$ cat config.mk
export PLATFORM = sky130hd
export DESIGN_NAME = mem_port_arbiter
export DESIGN_NICKNAME = d
export VERILOG_FILES = /design/src/rtl/mem_port_arbiter.sv
export SDC_FILE = /design/constraint.sdc
export NUM_CORES = 1
export LEC_CHECK = 0
export ABC_AREA = 1
export CELL_PAD_IN_SITES_DETAIL_PLACEMENT = 0
export CELL_PAD_IN_SITES_GLOBAL_PLACEMENT = 2
export CORE_MARGIN = 1.5
export CORE_UTILIZATION = 15
export DETAILED_ROUTE_END_ITERATION = 8
export PLACE_DENSITY = 0.88
export SLEW_MARGIN = 20
export SYNTH_ARGS = -nofsm -noshare
export SYNTH_HDL_FRONTEND = slang
export SYNTH_SLANG_ARGS = --single-unit
$ cat constraint.sdc
create_clock -name Clk -period 1.33 [get_ports Clk]
set_clock_uncertainty 0.1 [all_clocks]
set_input_delay 0.1995 -clock Clk [delete_from_list [all_inputs] [get_ports Clk]]
set_output_delay 0.1995 -clock Clk [all_outputs]
set_load 0.005 [all_outputs]
$ cat src/rtl/mem_port_arbiter.sv
// mem_port_arbiter: shares one single-port synchronous memory between the
// instruction-fetch (if_*) and data-memory (dm_*) requesters. Data accesses
// win contested cycles; read data is routed back to its owner one cycle later.
// Optional macro ARB_STARVE_GUARD_EN bounds how long fetch can be locked out:
// after STARVE_MAX consecutive contested losses, fetch wins the next contest.
module mem_port_arbiter #(
  parameter int unsigned ADDR_W     = 32,
  parameter int unsigned DATA_W     = 32,
  parameter int unsigned STARVE_MAX = 4
) (
  input  logic              Clk,
  input  logic              Reset,
  input  logic              if_req,
  input  logic [ADDR_W-1:0] if_addr,
  output logic              if_stall,
  output logic              if_valid,
  output logic [DATA_W-1:0] if_rdata,
  input  logic              dm_req,
  input  logic              dm_we,
  input  logic [3:0]        dm_be,
  input  logic [ADDR_W-1:0] dm_addr,
  input  logic [DATA_W-1:0] dm_wdata,
  output logic              dm_stall,
  output logic              dm_valid,
  output logic [DATA_W-1:0] dm_rdata,
  output logic              mem_en,
  output logic              mem_we,
  output logic [3:0]        mem_be,
  output logic [ADDR_W-1:0] mem_addr,
  output logic [DATA_W-1:0] mem_wdata,
  input  logic [DATA_W-1:0] mem_rdata
);

  localparam int unsigned CNT_W = $clog2(STARVE_MAX + 1);

  typedef enum logic [1:0] {
    OWN_NONE = 2'd0,
    OWN_IF   = 2'd1,
    OWN_DM   = 2'd2
  } owner_e;

  owner_e            owner_q;
  logic              dm_rd_q;
  logic [DATA_W-1:0] if_hold_q;
  logic [DATA_W-1:0] dm_hold_q;
  logic              if_grant;
  logic              dm_grant;
  logic              if_priority;

`ifdef ARB_STARVE_GUARD_EN
  logic [CNT_W-1:0] starve_cnt;

  assign if_priority = (starve_cnt == CNT_W'(STARVE_MAX));

  // Count consecutive contested cycles that fetch lost; saturates at the limit
  always_ff @(posedge Clk) begin
    if (!Reset) begin
      starve_cnt <= '0;
    end else if (!if_req || if_grant) begin
      starve_cnt <= '0;
    end else if (dm_req && (starve_cnt != CNT_W'(STARVE_MAX))) begin
      starve_cnt <= starve_cnt + CNT_W'(1);
    end
  end
`else
  // Guard absent: strict data priority, counter tied off
  logic [CNT_W-1:0] unused_starve_cnt;
  assign unused_starve_cnt = '0;
  assign if_priority       = 1'b0;
`endif

  // Grant selection: data wins unless fetch has been starved; none in reset
  always_comb begin
    if_grant = 1'b0;
    dm_grant = 1'b0;
    if (Reset) begin
      if (dm_req && !(if_req && if_priority)) begin
        dm_grant = 1'b1;
      end else if (if_req) begin
        if_grant = 1'b1;
      end
    end
  end

  assign if_stall = if_req & ~if_grant;
  assign dm_stall = dm_req & ~dm_grant;

  // Memory port mux driven by the granted requester
  always_comb begin
    mem_en    = 1'b0;
    mem_we    = 1'b0;
    mem_be    = 4'h0;
    mem_addr  = '0;
    mem_wdata = '0;
    if (dm_grant) begin
      mem_en    = 1'b1;
      mem_we    = dm_we;
      mem_be    = dm_we ? dm_be : 4'hF;
      mem_addr  = dm_addr;
      mem_wdata = dm_wdata;
    end else if (if_grant) begin
      mem_en    = 1'b1;
      mem_be    = 4'hF;
      mem_addr  = if_addr;
    end
  end

  // Owner tracking, response valids and per-requester read-data hold registers
  always_ff @(posedge Clk) begin
    if (!Reset) begin
      owner_q   <= OWN_NONE;
      dm_rd_q   <= 1'b0;
      if_valid  <= 1'b0;
      dm_valid  <= 1'b0;
      if_hold_q <= '0;
      dm_hold_q <= '0;
    end else begin
      if (owner_q == OWN_IF) begin
        if_hold_q <= mem_rdata;
      end
      if ((owner_q == OWN_DM) && dm_rd_q) begin
        dm_hold_q <= mem_rdata;
      end
      if (if_grant) begin
        owner_q <= OWN_IF;
      end else if (dm_grant) begin
        owner_q <= OWN_DM;
      end else begin
        owner_q <= OWN_NONE;
      end
      dm_rd_q  <= dm_grant & ~dm_we;
      if_valid <= if_grant;
      dm_valid <= dm_grant;
    end
  end

  // Live memory data in the response cycle, otherwise the last delivered value
  assign if_rdata = (owner_q == OWN_IF) ? mem_rdata : if_hold_q;
  assign dm_rdata = ((owner_q == OWN_DM) && dm_rd_q) ? mem_rdata : dm_hold_q;

endmodule

Yosys cells after proc, flatten, opt, wreduce, memory -nomap -nowiden
Cells that the tools add are included.
- register bits after elaboration: 69
- input bits: 137
- output and inout port bits: 138
- word-level logic and storage cells: 36
- eq/ne operators: 2
- multiplexer cells: 18
- bitwise operators: 7
- reductions and logical operators: 2
- operator list (operator ; count):
    two-way mux 32 bit ; 5
    two-way mux 4 bit ; 3
    two-way mux 1 bit ; 9
    inverter 1 bit ; 4
    AND 1 bit ; 3
    == test 2 x 1 -> 1 bit (second input constant) ; 1
    == test 2 bit (second input constant) ; 1
    two-way mux 2 bit ; 1
    OR reduction 2 bit ; 1
    logical AND 1 bit ; 1

Longest topological paths before layout
Gate-level depths: netlist (run 1).
- depth after elaboration: 5
- gate-level depth with buffers: 6

Least setup slack after synthesis (run 1)
OpenSTA, ideal clock, no wires.
- path kind: reg2out
- start: reg, netlist name if_valid
- end: out if_rdata[10]
- data arrival time: 0.918 ns
- required time: 1.031 ns
- slack: 0.112 ns
- cell stages (with the launch flop): 5
- buffers on the path: 1
- path through: dfxtp_1 nand2_2 buf_2 o21ai_1 inv_1
- RTL lines (element ; line ; RTL):
    end, declared ; 17 ; output logic [DATA_W-1:0] if_rdata,

==> impl_metrics.csv, run 1 <==
group,metric,value,unit
outcome,status,"finished, violations left",
outcome,violations,"setup timing",
global_route,track_usage,15.2,%
timing,setup_viol,149,
global_route,grt-busiest-layer,"met2",
clock_network,cts-root-buf,"clkbuf_16",
cells_and_area,drive_gt1_share,46.2,%
clock_network,clock-sinks,68,
global_route,grt_max_degree,33,
timing,slew_headroom,80.8,%
hold_path,hold_class,"input port to register",
logic_synthesis,synth_area_leaders,"dfxtp_1 37%, nand2_1 23%, inv_1 20%",
clock_network,cts.path.max_buffers,2,
logic_synthesis,synth_cells,668,
die,fp.dieArea,25700,sq um
cells_and_area,fillers,2526,
timing,hold_violations,0,
die,pin_count,275,
logic_synthesis,synth.avg_cell_area,5.56,sq um
cells_and_area,syn2layout_area_growth,164,%
clock_network,path_clk_slew,0.06,ns
critical_path,cp_data_required_time,1.03,ns
critical_path,crit_fanout,7,
placed_design,dp_slack,-0.917,ns
critical_path,cp_data_arrival_time,1.68,ns
clock_network,cts_buffers,9,
power,power_leakage,5.83,nW
placed_design,dp_hpwl,13600,um
die,die_w,160,um
placed_design,placed_area,7350,sq um
die,rows,57,
die,initial_utilization,15.3,%
logic_synthesis,synth_seq_cells,68,
critical_path,end_kind,"primary output",
cells_and_area,multi_input_area,2290,sq um
routing,routed_wl,20900,um
clock_network,cts-htree-levels,3,
routing,drc,0,
timing,finalMaxSlewViolations,0,
cells_and_area,regArea,1370,sq um
global_route,met1_usage,16.2,%
placed_design,place_congestion,0.750,
clock_network,cts_hold_buf,0,
critical_path,ff2ff_setup_slack,-0.63,ns
routing,wl_per_cell,14.4,um
global_route,grt_overflow,0,
logic_synthesis,yosysTopAreaCellShare,36.6,%
power,ir_worst_vdd,545,uV
critical_path,cp-startpoint,"if_valid",
critical_path,start_kind,"register",
critical_path,crit_chain,"buf_6, nor2_4, buf_6, buf_6, buf_12, buf_6, nand2_2, nand2_2, inv_2, buf_6",
timing,rsz0062_at_grt,"true",
routing,ant_nets,0,
flow_run,maxCapViolCount,0,
global_route,met2_usage,28.6,%
die,die_h,160,um
timing,max_freq,0.505,GHz
clock_network,cts_tree,"built",
clock_network,insertion_delay,0.33,ns
logic_synthesis,syn_nets,805,
routing,drt-vias-per-instance,3.71,
critical_path,reg2reg_depth,14,
global_route,antenna_found_initial,1,
logic_synthesis,synth_top_cell_by_area,"dfxtp_1",
routing,drt_iter0_markers,163,
critical_path,r2r-start,"if_valid",
critical_path,slowest_stage,"dfxtp_4",
global_route,grt_use_met3,3.77,%
timing,min_period,1.98,ns
cells_and_area,nNetsFinal,1256,
cells_and_area,fin_area,9810,sq um
timing,timing.final.crit_share,149,%
routing,vias,5375,
placed_design,io_buffer_count,274,
global_route,first_global_vias,5243,
timing,tightest_slew,0.287,ns
critical_path,critPathKind,"register to primary output",
critical_path,path_common_cell,"buf_6",
die,coreArea,24300,sq um
critical_path,rr_endpoint,"dm_hold_q[30]",
power,power,0.00664,W
critical_path,worst_path_largest_cell_delay,0.36,ns
global_route,grt_pass1_wl,29500,um
critical_path,crit_path_end,"dm_rdata[18]",
routing,dr.pass1.iters,4,
timing,fin_ws,-0.650,ns
logic_synthesis,yosysSeqAreaShare,36.6,%
logic_synthesis,synth.cell_area,3720,sq um
power,power.density,677,nW/um^2
logic_synthesis,yosysWarnings,0,
logic_synthesis,synthDistinctLibCells,13,
## flip-flops by register name, summed over array words and instances (netlist names)
| register | count |
|---|---|
| if_valid | 1 |
| dm_hold_q | 32 |
| owner_q | 1 |
| dm_valid | 1 |
| dm_rd_q | 1 |
| if_hold_q | 32 |
## power breakdown
| group | total, W | leakage, nW | switching (W) | internal, W |
|---|---|---|---|---|
| registers | 0.00213 | 0.554 | 0.0000193 | 0.00211 |
| clock network | 0.00248 | 0.144 | 0.000978 | 0.00150 |
| logic | 0.00204 | 5.13 | 0.000860 | 0.00118 |
## critical path: cells and delay by family, from the launching register on
family	cells	cell delay, ns
DFF	1	0.36
buffers and inverters	7	0.73
and+or+nand+nor	3	0.23
## synthesized netlist by cell type
master	instances
clkbuf_1	8
o21ai_0	4
nand2_1	227
inv_1	195
nand3_2	2
nor2_2	1
dfxtp_1	68
buf_4	6
nand2_2	1
o21ai_1	32
inv_2	6
nor2_1	104
buf_2	14
## through the flow
step / instances / hold slack, ns / setup TNS (ns) / utilization [%]
after global routing: 1449 / 0.198 / -58.81 / 40.3
after CTS: 1422 / 0.177 / -60.49 / 35.8
after global placement: 1310 / 0.419 / -87.73 / 30.2
after floorplan: 668 / 0.172 / 0 / -
final: 1449 / 0.200 / -48.90 / 40.3
after detailed placement: 1310 / 0.428 / -89.68 / 30.2
## worst min-delay path by stage
| stage | startpoint | end | slack (ns) | cells after the start |
|---|---|---|---|---|
| after global routing | dm_we | dm_rd_q | 0.20 | 3 |
| after floorplan | dm_we | dm_rd_q | 0.17 | 1 |
| final | dm_we | dm_rd_q | 0.20 | 3 |
| after detailed placement | dm_hold_q[24] | dm_hold_q[24] | 0.43 | 4 |
| after global placement | dm_hold_q[1] | dm_hold_q[1] | 0.42 | 4 |
| after CTS | dm_we | dm_rd_q | 0.18 | 3 |
## placed cells by master, fill, tap and decap left out
master,count
inv_1,174
clkdlybuf4s50_1,123
nand2_1,113
buf_4,88
nor2_1,87
buf_6,86
nand2_2,71
dfxtp_1,65
buf_2,55
nand2_4,42
dlymetal6s2s_1,32
clkbuf_2,24
buf_12,24
inv_2,23
o21ai_2,20
nor2_2,15
o21ai_4,15
clkbuf_16,13
buf_8,11
dlygate4sd2_1,9
clkdlybuf4s15_2,8
inv_4,3
nor2_4,3
buf_16,3
nand2_8,2
nand3_4,2
clkinvlp_4,2
clkinv_2,2
dfxtp_2,2
diode_2,1
o21ai_0,1
clkinv_8,1
clkinv_4,1
clkbuf_8,1
bufinv_16,1
dfxtp_4,1
clkdlybuf4s15_1,1
## logic make-up (layout without fill, tap and decap cells)
family          count (synthesis)  count (layout)  share of synthesized area (%)
buf+inv                       229             685                           24.2
compound gates                 36              36                           4.85
simple gates                  335             335                           34.3
flops                          68              68                           36.6
other cells                     0               1                              0
## timing repair
item | in CTS | in global routing
setup buffers | 91 | 54
cloned | 7 | 4
endpoints found under the setup margin | 159 | 173
gates resized for setup | 509 | 345
pin swaps | 24 | 42
## layout make-up
class,count,area share (%)
multi-input combinational,371,23.4
clock inverter,6,0.650
clock buffer,10,2.44
tap,324,4.13
timing repair buffer,468,47.5
sequential,68,13.9
inverter,201,7.89
antenna,1,0.0255
## layer usage
metal	vias up	share of wire, %
met5	-	0
met4	0	1.8
met3	18	5.8
met2	171	55
met1	2446	38
li1	2740	-
No activity file was read; power rests on OpenSTA's default activity.
==> inputs of run 2 (changes only) <==
==> constraint.sdc (replaced) <==
create_clock -name Clk -period 1.33 [get_ports Clk]
set_clock_uncertainty 0.1 [all_clocks]
set_input_delay 0.1995 -clock Clk [delete_from_list [all_inputs] [get_ports Clk]]
set_output_delay 0.1995 -clock Clk [all_outputs]
set_load 0.1 [all_outputs]
==> run 2 against run 1 <==
Against the previous run:
- largest power group is now combinational logic
- maximum frequency rose by 2.2%
- critical path depth fell by 2
- clock power grew 7%
- flip-flop and latch count stayed put
- the run still ends with setup timing left
- critical path type unchanged
- non-clock buffer count fell by 95
- utilization grew 6.2 points
- first-iteration DRC count fell by 26%
- clock-buffer cell count unchanged
==> impl_metrics.csv, run 2 (synthesized netlist as in run 1, its figures left out) <==
group,metric,value,unit
outcome,status,"finished, violations left",
outcome,violations,"setup timing",
flow_run,maxCapViolCount,0,
cells_and_area,fillers,2277,
timing,tightest_slew,0.246,ns
timing,min_period,1.94,ns
hold_path,hold_class,"input port to register",
clock_network,cts_buffers,9,
cells_and_area,final_cell_mix,"150 x buf_12, 120 x inv_1, 109 x clkdlybuf4s50_1, 97 x nand2_1",
clock_network,cts-htree-levels,3,
die,rows,57,
global_route,antenna_found_initial,1,
placed_design,place_congestion,0.759,
die,die_h,160,um
global_route,grt_max_degree,44,
critical_path,end_kind,"primary output",
routing,routed_wl,17800,um
clock_network,cts-root-buf,"clkbuf_16",
critical_path,cp_data_required_time,1.03,ns
clock_network,insertion_delay,0.33,ns
timing,finalMaxSlewViolations,0,
routing,drc,0,
power,power.density,811,nW/um^2
routing,wl_per_cell,13.2,um
clock_network,cts.path.max_buffers,2,
cells_and_area,reg.largest.list,"dm_hold_q (32), if_hold_q (32)",
routing,drt_iter0_markers,121,
clock_network,cts_tree,"built",
routing,vias,5017,
die,fp.dieArea,25700,sq um
critical_path,critPathKind,"register to primary output",
timing,max_freq,0.516,GHz
global_route,grt_pass1_wl,27100,um
timing,fin_ws,-0.607,ns
power,power,0.00917,W
timing,holdWs,0.212,ns
critical_path,r2r-start,"owner_q[1]",
die,initial_utilization,15.3,%
cells_and_area,nNetsFinal,1161,
timing,final.setup.tns,-36.67,ns
global_route,grt_overflow,0,
timing,setup_viol,92,
placed_design,dp_hpwl,12400,um
critical_path,start_kind,"register",
placed_design,placed_area,9690,sq um
timing,timing.final.crit_share,146,%
die,coreArea,24300,sq um
critical_path,cp_data_arrival_time,1.64,ns
power,ir_worst_vdd,394,uV
cells_and_area,layout_commonest_cell,"buf_12",
die,pin_count,275,
clock_network,path_clk_slew,0.06,ns
critical_path,cp-startpoint,"owner_q[1]",
cells_and_area,drive_gt1_share,53.5,%
die,die_w,160,um
clock_network,clock-sinks,68,
routing,drt-vias-per-instance,3.71,
timing,rsz0062_at_grt,"true",
timing,hold_violations,0,
cells_and_area,fin_area,11300,sq um
cells_and_area,syn2layout_area_growth,204,%
global_route,track_usage,13.6,%
placed_design,io_buffer_count,274,
global_route,first_global_vias,5040,
routing,ant_nets,0,
timing,slew_headroom,83.6,%
critical_path,crit_fanout,8,
routing,dr.pass1.iters,4,
power,power_leakage,5.02,nW
cells_and_area,utilization,46.5,%
hold_path,min_from,"Reset",
## run 2: cell types whose count changed in the layout (fill, tap and decap cells not counted), sizes merged, moves of 14 or more
cell,change
inv,-61
dlymetal6s2s,-14
clkinvlp,+61
buf,-32
clkbuf,-23
clkdlybuf4s50,-14
## run 2: cell type report
type	instances	area (sq um)	area share, %
diodes	1	2.50	0.0221
well taps	324	405	3.59
clock buffers	10	239	2.11
inverters	201	1010	8.95
clock inverters	6	86.3	0.764
flip-flops and latches	68	1370	12.1
repair buffers	373	5400	47.8
multi-input cells	371	2790	24.7
## run 2: worst paths after layout
check / end / slack [ns] / cells past startpoint
worst max register to register: dm_hold_q[30] / -0.12 / 9
worst min register to register: if_hold_q[26] / 0.46 / 4
worst min-delay path: dm_valid / 0.21 / 4
worst max-delay path: dm_rdata[30] / -0.61 / 8
## run 2: metal layers
| layer | part of all wire [%] | vias to the layer above | wire length (um) | track usage, % |
|---|---|---|---|---|
| li1 | - | 2560 | - | - |
| met1 | 37 | 2257 | 6630 | 14.7 |
| met2 | 54 | 182 | 9620 | 24.9 |
| met3 | 6.8 | 18 | 1210 | 4.24 |
| met4 | 2.1 | 0 | 375 | 5.01 |
| met5 | 0 | - | 0 | 0 |
## run 2: repair_timing
item,CTS,global route
hold buffers,0,1
gates resized for setup,129,122
buffers inserted,16,13
pin swaps,20,59
endpoints found under the setup margin,187,162
cloned,10,5
endpoints found under the hold margin,0,1
## run 2: power by group
group	switching, W	total, W	internal (W)
combinational	0.00264	0.00437	0.00173
clock	0.000970	0.00266	0.00169
sequential	0.0000223	0.00213	0.00211
## run 2: critical path, stage by stage (launching register included)
cell        delay (ns)
dfxtp_2           0.35
nand2_2           0.07
nor2_4            0.15
buf_12            0.14
buf_12            0.14
nand2_1           0.07
nand2_2           0.09
clkinvlp_4        0.11
buf_12            0.17
## run 2: metrics by stage
step	instances	setup slack [ns]
after detailed placement	1305	-0.709
after global routing	1354	-0.681
after CTS	1346	-0.605
final	1354	-0.607
after floorplan	668	-0.450
after global placement	1305	-0.721
